$ cat src/rtl/branch_predictor_pkg.sv
// Shared encodings and helpers for the 2-bit saturating branch history table.
package branch_predictor_pkg;

    localparam logic [1:0] BHT_SNT = 2'b00;
    localparam logic [1:0] BHT_WNT = 2'b01;
    localparam logic [1:0] BHT_WT  = 2'b10;
    localparam logic [1:0] BHT_ST  = 2'b11;

    localparam int DEFAULT_IDX_BITS = 6;
    localparam int CNT_W            = 32;

    // The upper counter bit is the taken/not-taken prediction.
    function automatic logic bht_taken(input logic [1:0] state);
        return state[1];
    endfunction

    function automatic logic [CNT_W-1:0] sat_inc(input logic [CNT_W-1:0] value);
        return (value == {CNT_W{1'b1}}) ? value : value + CNT_W'(1);
    endfunction

endpackage

$ cat src/rtl/branch_predictor_sat2.sv
// Next-state function for one 2-bit saturating counter; clamps at both ends.
module bp_sat2
    import branch_predictor_pkg::*;
(
    input  logic [1:0] cnt,
    input  logic       taken,
    output logic [1:0] next
);

    always_comb begin
        next = cnt;
        if (taken) begin
            if (cnt != BHT_ST) begin
                next = cnt + 2'd1;
            end
        end else begin
            if (cnt != BHT_SNT) begin
                next = cnt - 2'd1;
            end
        end
    end

endmodule

$ cat src/rtl/branch_predictor.sv
// Untagged BHT of 2-bit counters: zero-latency fetch prediction, decode-stage
// resolution and mispredict flagging, plus saturating branch statistics.
module branch_predictor
    import branch_predictor_pkg::*;
#(
    parameter int         IDX_BITS   = DEFAULT_IDX_BITS,
    parameter logic [1:0] INIT_STATE = BHT_WNT
) (
    input  logic        clk,
    input  logic        rst,
    input  logic [31:0] pcF,
    input  logic [31:0] pcD,
    input  logic        stallD,
    input  logic        flushD,
    input  logic        branchD,
    input  logic        actual_takenD,
    output logic        predict_takenF,
    output logic        predict_takenD,
    output logic        mispredictD,
    output logic [31:0] branch_cnt,
    output logic [31:0] mispred_cnt
);

    localparam int DEPTH = 2 ** IDX_BITS;

    // Flop array rather than RAM so that reset clears every entry in one cycle.
    logic [1:0]          bht_reg [DEPTH];
    logic [IDX_BITS-1:0] idx_f;
    logic [IDX_BITS-1:0] idx_d;
    logic [1:0]          bht_next;
    logic [DEPTH-1:0]    wr_en;
    logic                upd;
    logic                predict_taken_d_reg;
    logic [CNT_W-1:0]    branch_cnt_reg;
    logic [CNT_W-1:0]    mispred_cnt_reg;
    logic                unused_pc_bits;

    assign idx_f = pcF[IDX_BITS+1:2];
    assign idx_d = pcD[IDX_BITS+1:2];
    assign unused_pc_bits = ^{pcF[31:IDX_BITS+2], pcF[1:0], pcD[31:IDX_BITS+2], pcD[1:0]};

    assign upd = branchD & ~stallD & ~flushD;

    // No bypass: a same-index update this cycle is only visible next cycle.
    assign predict_takenF = bht_taken(bht_reg[idx_f]);

    bp_sat2 u_sat2 (
        .cnt   (bht_reg[idx_d]),
        .taken (actual_takenD),
        .next  (bht_next)
    );

    generate
        for (genvar gi = 0; gi < DEPTH; gi++) begin : g_wr_en
            assign wr_en[gi] = upd && (idx_d == IDX_BITS'(gi));
        end
    endgenerate

    always_ff @(posedge clk) begin
        if (rst) begin
            for (int i = 0; i < DEPTH; i++) begin
                bht_reg[i] <= INIT_STATE;
            end
        end else begin
            for (int i = 0; i < DEPTH; i++) begin
                if (wr_en[i]) begin
                    bht_reg[i] <= bht_next;
                end
            end
        end
    end

    // Prediction follows its instruction into decode; flush beats stall.
    always_ff @(posedge clk) begin
        if (rst) begin
            predict_taken_d_reg <= 1'b0;
        end else if (flushD) begin
            predict_taken_d_reg <= 1'b0;
        end else if (!stallD) begin
            predict_taken_d_reg <= predict_takenF;
        end
    end

    assign predict_takenD = predict_taken_d_reg;
    assign mispredictD    = branchD & (predict_taken_d_reg != actual_takenD);

    always_ff @(posedge clk) begin
        if (rst) begin
            branch_cnt_reg  <= '0;
            mispred_cnt_reg <= '0;
        end else if (upd) begin
            branch_cnt_reg <= sat_inc(branch_cnt_reg);
            if (mispredictD) begin
                mispred_cnt_reg <= sat_inc(mispred_cnt_reg);
            end
        end
    end

    assign branch_cnt  = branch_cnt_reg;
    assign mispred_cnt = mispred_cnt_reg;

endmodule
$ cat config.mk
export PLATFORM = sky130hd
export DESIGN_NAME = branch_predictor
export DESIGN_NICKNAME = d
export VERILOG_FILES = /design/src/rtl/branch_predictor_pkg.sv /design/src/rtl/branch_predictor_sat2.sv /design/src/rtl/branch_predictor.sv
export SDC_FILE = /design/constraint.sdc
export NUM_CORES = 1
export LEC_CHECK = 0
export BUFFER_PORTS_ARGS = -buffer_cell sky130_fd_sc_hd__buf_4
export CORE_MARGIN = 2
export CORE_UTILIZATION = 58
export CTS_CLUSTER_SIZE = 30
export DETAILED_ROUTE_END_ITERATION = 8
export PLACE_DENSITY = 0.81
export SLEW_MARGIN = 10
export SYNTH_ARGS = -nofsm -noshare
export SYNTH_HDL_FRONTEND = slang
export SYNTH_SLANG_ARGS = --single-unit
$ cat constraint.sdc
create_clock -name clk -period 4.6 [get_ports clk]
set_input_delay 0.92 -clock clk [delete_from_list [all_inputs] [get_ports clk]]
set_output_delay 0.92 -clock clk [all_outputs]
set_load 0.01 [all_outputs]
==> results.py <==
metrics = {
    "run_status": {
        "status": "completed",
    },
    "placement": {
        "port_buffers": 84,
        "hpwlAfterDp_mm": 14.37,
        "gp_congestion": 0.8368,
    },
    "cells_and_area": {
        "nFillCells": 1281,
        "layout.nets": 933,
        "largest_register_ffs": 128,
        "drive_gt1_share_pct": 21.53,
        "diodes": 0,
        "multi_input_area_um2": 4278,
        "postLayoutCoreUtil_pct": 66.66,
        "area_delta_synth_final_pct": 13.09,
        "regArea_um2": 5145,
    },
    "route": {
        "routed_wl_mm": 22.02,
        "drtAntennaViolNets": 0,
        "wl_per_cell_um": 20.15,
        "vias": 6986,
        "met1_length_mm": 9.288,
        "route.detailed.drc": 0,
        "viasPerCell": 6.392,
        "wl_met2_mm": 10.42,
        "wl_met3_mm": 1.880,
        "drt_first_pass_iters": 5,
        "drt_first_iter_violations": 625,
        "top_layer": "met4",
    },
    "clock_tree": {
        "cts_root_buffer": "clkbuf_16",
        "hold_buffers": 0,
        "cts_tree": "yes",
        "post_cts_resized": 0,
        "clockBufferDepth": 2,
        "cts.clk_slew.worst_paths_ns": 0.07,
        "clk_latency_ns": 0.43,
        "numCtsBuffers": 17,
        "cts_sinks": 193,
        "cts_max_level": 4,
        "postCtsSetupRepairBufs": 0,
    },
    "floorplanning": {
        "die_area_um2": 17850,
        "start_util_pct": 58.95,
        "ios": 137,
        "die_w_um": 133.6,
        "core_um2": 16520,
        "die_y_um": 133.6,
        "row_count": 47,
    },
    "logic_synthesis": {
        "yosys.area.top_type": "edfxtp_1",
        "yosys_warnings": 0,
        "synth_top_area_share_pct": 39.46,
        "synth_nets": 888,
        "yosys-top-cells-area": "edfxtp_1 39%, dfxtp_1 13%, mux4_2 12%",
        "synth_seq_area_share_pct": 52.82,
        "muxShareOfSynthArea_pct": 12.74,
        "yosys.area_share.adder_pct": 0.4881,
        "synth_top_family_by_area": "simple AND/OR/NAND/NOR gates",
        "syn_avg_cell_area_um2": 11.94,
        "ys.flop_type": "edfxtp_1",
        "yosys.area_share.simple_pct": 15.45,
        "synth_seq_cells": 193,
        "synth.most_common_cell": "edfxtp_1",
        "synth_compound_area_share_pct": 10.73,
        "synth_commonest_cells": "128 x edfxtp_1, 75 x nor2_1, 65 x dfxtp_1",
        "synth_cell_type_count": 45,
        "syn_inst": 816,
        "synth-edff-count": 128,
        "synth-xor-area-share_pct": 4.406,
        "syn_area_um2": 9741,
        "synthArstFlopShare_pct": 0,
    },
    "timing": {
        "finClkSkew_ns": 0.01202,
        "finalMaxSlewViolations": 0,
        "setup_viol": 0,
        "hold_viol": 0,
        "finalCriticalPeriod_ns": 3.911,
        "clock.fmax_ghz": 0.2557,
        "worst_slew_pin_slew_ns": 1.223,
        "period_share_pct": 85.03,
        "tns_ns": 0,
        "rsz0062_at_grt": "no",
        "slew_headroom_pct": 18.48,
    },
    "power_and_ir_drop": {
        "p_sw_share_pct": 23.25,
        "internal_power_w": 0.002844,
        "seq_power_share_pct": 52.5,
        "ir_drop_mv": 0.2610,
        "p_switching_w": 0.0008615,
        "power_frac_comb_pct": 9.2,
        "clkPwrFrac_pct": 38.3,
        "power_density_nw_per_um2": 336.4,
        "power_leakage_nw": 3.629,
    },
    "setup_path": {
        "r2r-start": "branch_cnt[6]$_SDFFE_PP0P_",
        "r2r_slack_ns": 1.67,
        "worstPathArrival_ns": 2.99,
        "critical_path.endpoint_type": "primary output",
        "reg2reg_depth": 6,
        "timing.rr.end": "branch_cnt[6]$_SDFFE_PP0P_",
        "path_class": "primary input to primary output",
        "crit_required_ns": 3.68,
        "cp_max_fo": 16,
        "startpoint_type": "primary input",
    },
    "flow_run": {
        "drv_cap": 0,
    },
    "global_routing": {
        "grt_overflow": 0,
        "grt_pass1_wl_mm": 34.92,
        "first_global_vias": 6724,
        "grt_max_degree": 131,
        "grt_antenna_before_repair": 0,
        "track_usage_pct": 25.05,
    },
    "worst_hold_path": {
        "hold_path.class": "flip-flop to flip-flop",
        "whs_endpoint": "mispred_cnt[15]$_SDFFE_PP0P_",
        "min_path_cells": 2,
        "hold_start": "mispred_cnt[15]$_SDFFE_PP0P_",
    },
}
## cells by family after synthesis
logic type               count (synthesis)
multiplexers                            59
AND/OR/NAND/NOR                        288
flip-flops                             193
buffers and inverters                   76
adder cells (fa/ha/maj)                  4
XOR/XNOR                                49
AO/OA/AOI/OAI                          147
## per-layer routing
layer / vias to the layer above / track usage, %
met5: - / 0
li1: 3262 / -
met1: 3388 / 34.61
met2: 302 / 39.58
met3: 34 / 5.974
met4: 0 / 8.156
## critical path, cell delays in order
cell     delay [ns]
buf_4          0.31
mux4_2         0.56
mux4_2         0.51
mux2i_1        0.18
mux2i_1        0.26
buf_4          0.23
## layout make-up
class | count | area share (%)
inverter | 5 | 0.1704
sequential | 193 | 46.71
timing repair buffer | 97 | 6.611
tap | 220 | 2.499
multi-input combinational | 547 | 38.83
clock inverter | 11 | 0.8178
clock buffer | 20 | 4.362
## metrics by stage
stage / hold WS, ns / std cells / power [W] / instance area (um2) / setup slack (ns)
finish: 0.5043 / 1093 / 0.003706 / 11020 / 0.6887
global route: 0.5336 / 1093 / 0.003819 / 11020 / 0.6262
CTS: 0.5010 / 1093 / 0.003724 / 11010 / 0.7021
detailed placement: 0.4923 / 1062 / 0.002318 / 10440 / 0.5472
global placement: 0.4788 / 1062 / 0.002305 / 10440 / 0.5723
floorplan: 0.5043 / 816 / 0.002221 / 9741 / 0.8036
## power groups by stage
stage                     logic, W  clock network (W)  registers [W]
after floorplan           0.000249                  0        0.00197
after global placement    0.000328                  0        0.00198
after detailed placement  0.000335                  0        0.00198
after CTS                 0.000337            0.00144        0.00195
after global routing      0.000361            0.00151        0.00195
final                     0.000340            0.00142        0.00195
## worst max path at each step
stage | to | cells past startpoint | from
global route | predict_takenF | 6 | pcF[2]
floorplan | predict_takenF | 6 | pcF[2]
detailed placement | bht_reg[43][0]$_DFFE_PP_ | 8 | pcD[2]
global placement | bht_reg[42][0]$_DFFE_PP_ | 8 | pcD[2]
CTS | predict_takenF | 6 | pcF[2]
finish | predict_takenF | 6 | pcF[2]
## placed cells by master, fill, tap and decap left out, drive strengths merged, types with 18 or more instances in the layout
master / count
nor2: 75
nand2: 33
clkbuf: 20
mux4: 52
edfxtp: 128
o21bai: 61
buf: 97
nand3: 54
dfxtp: 65
a21oi: 18
xor2: 35
nor4: 37
Note: power is estimated with default switching activity, not from simulation.
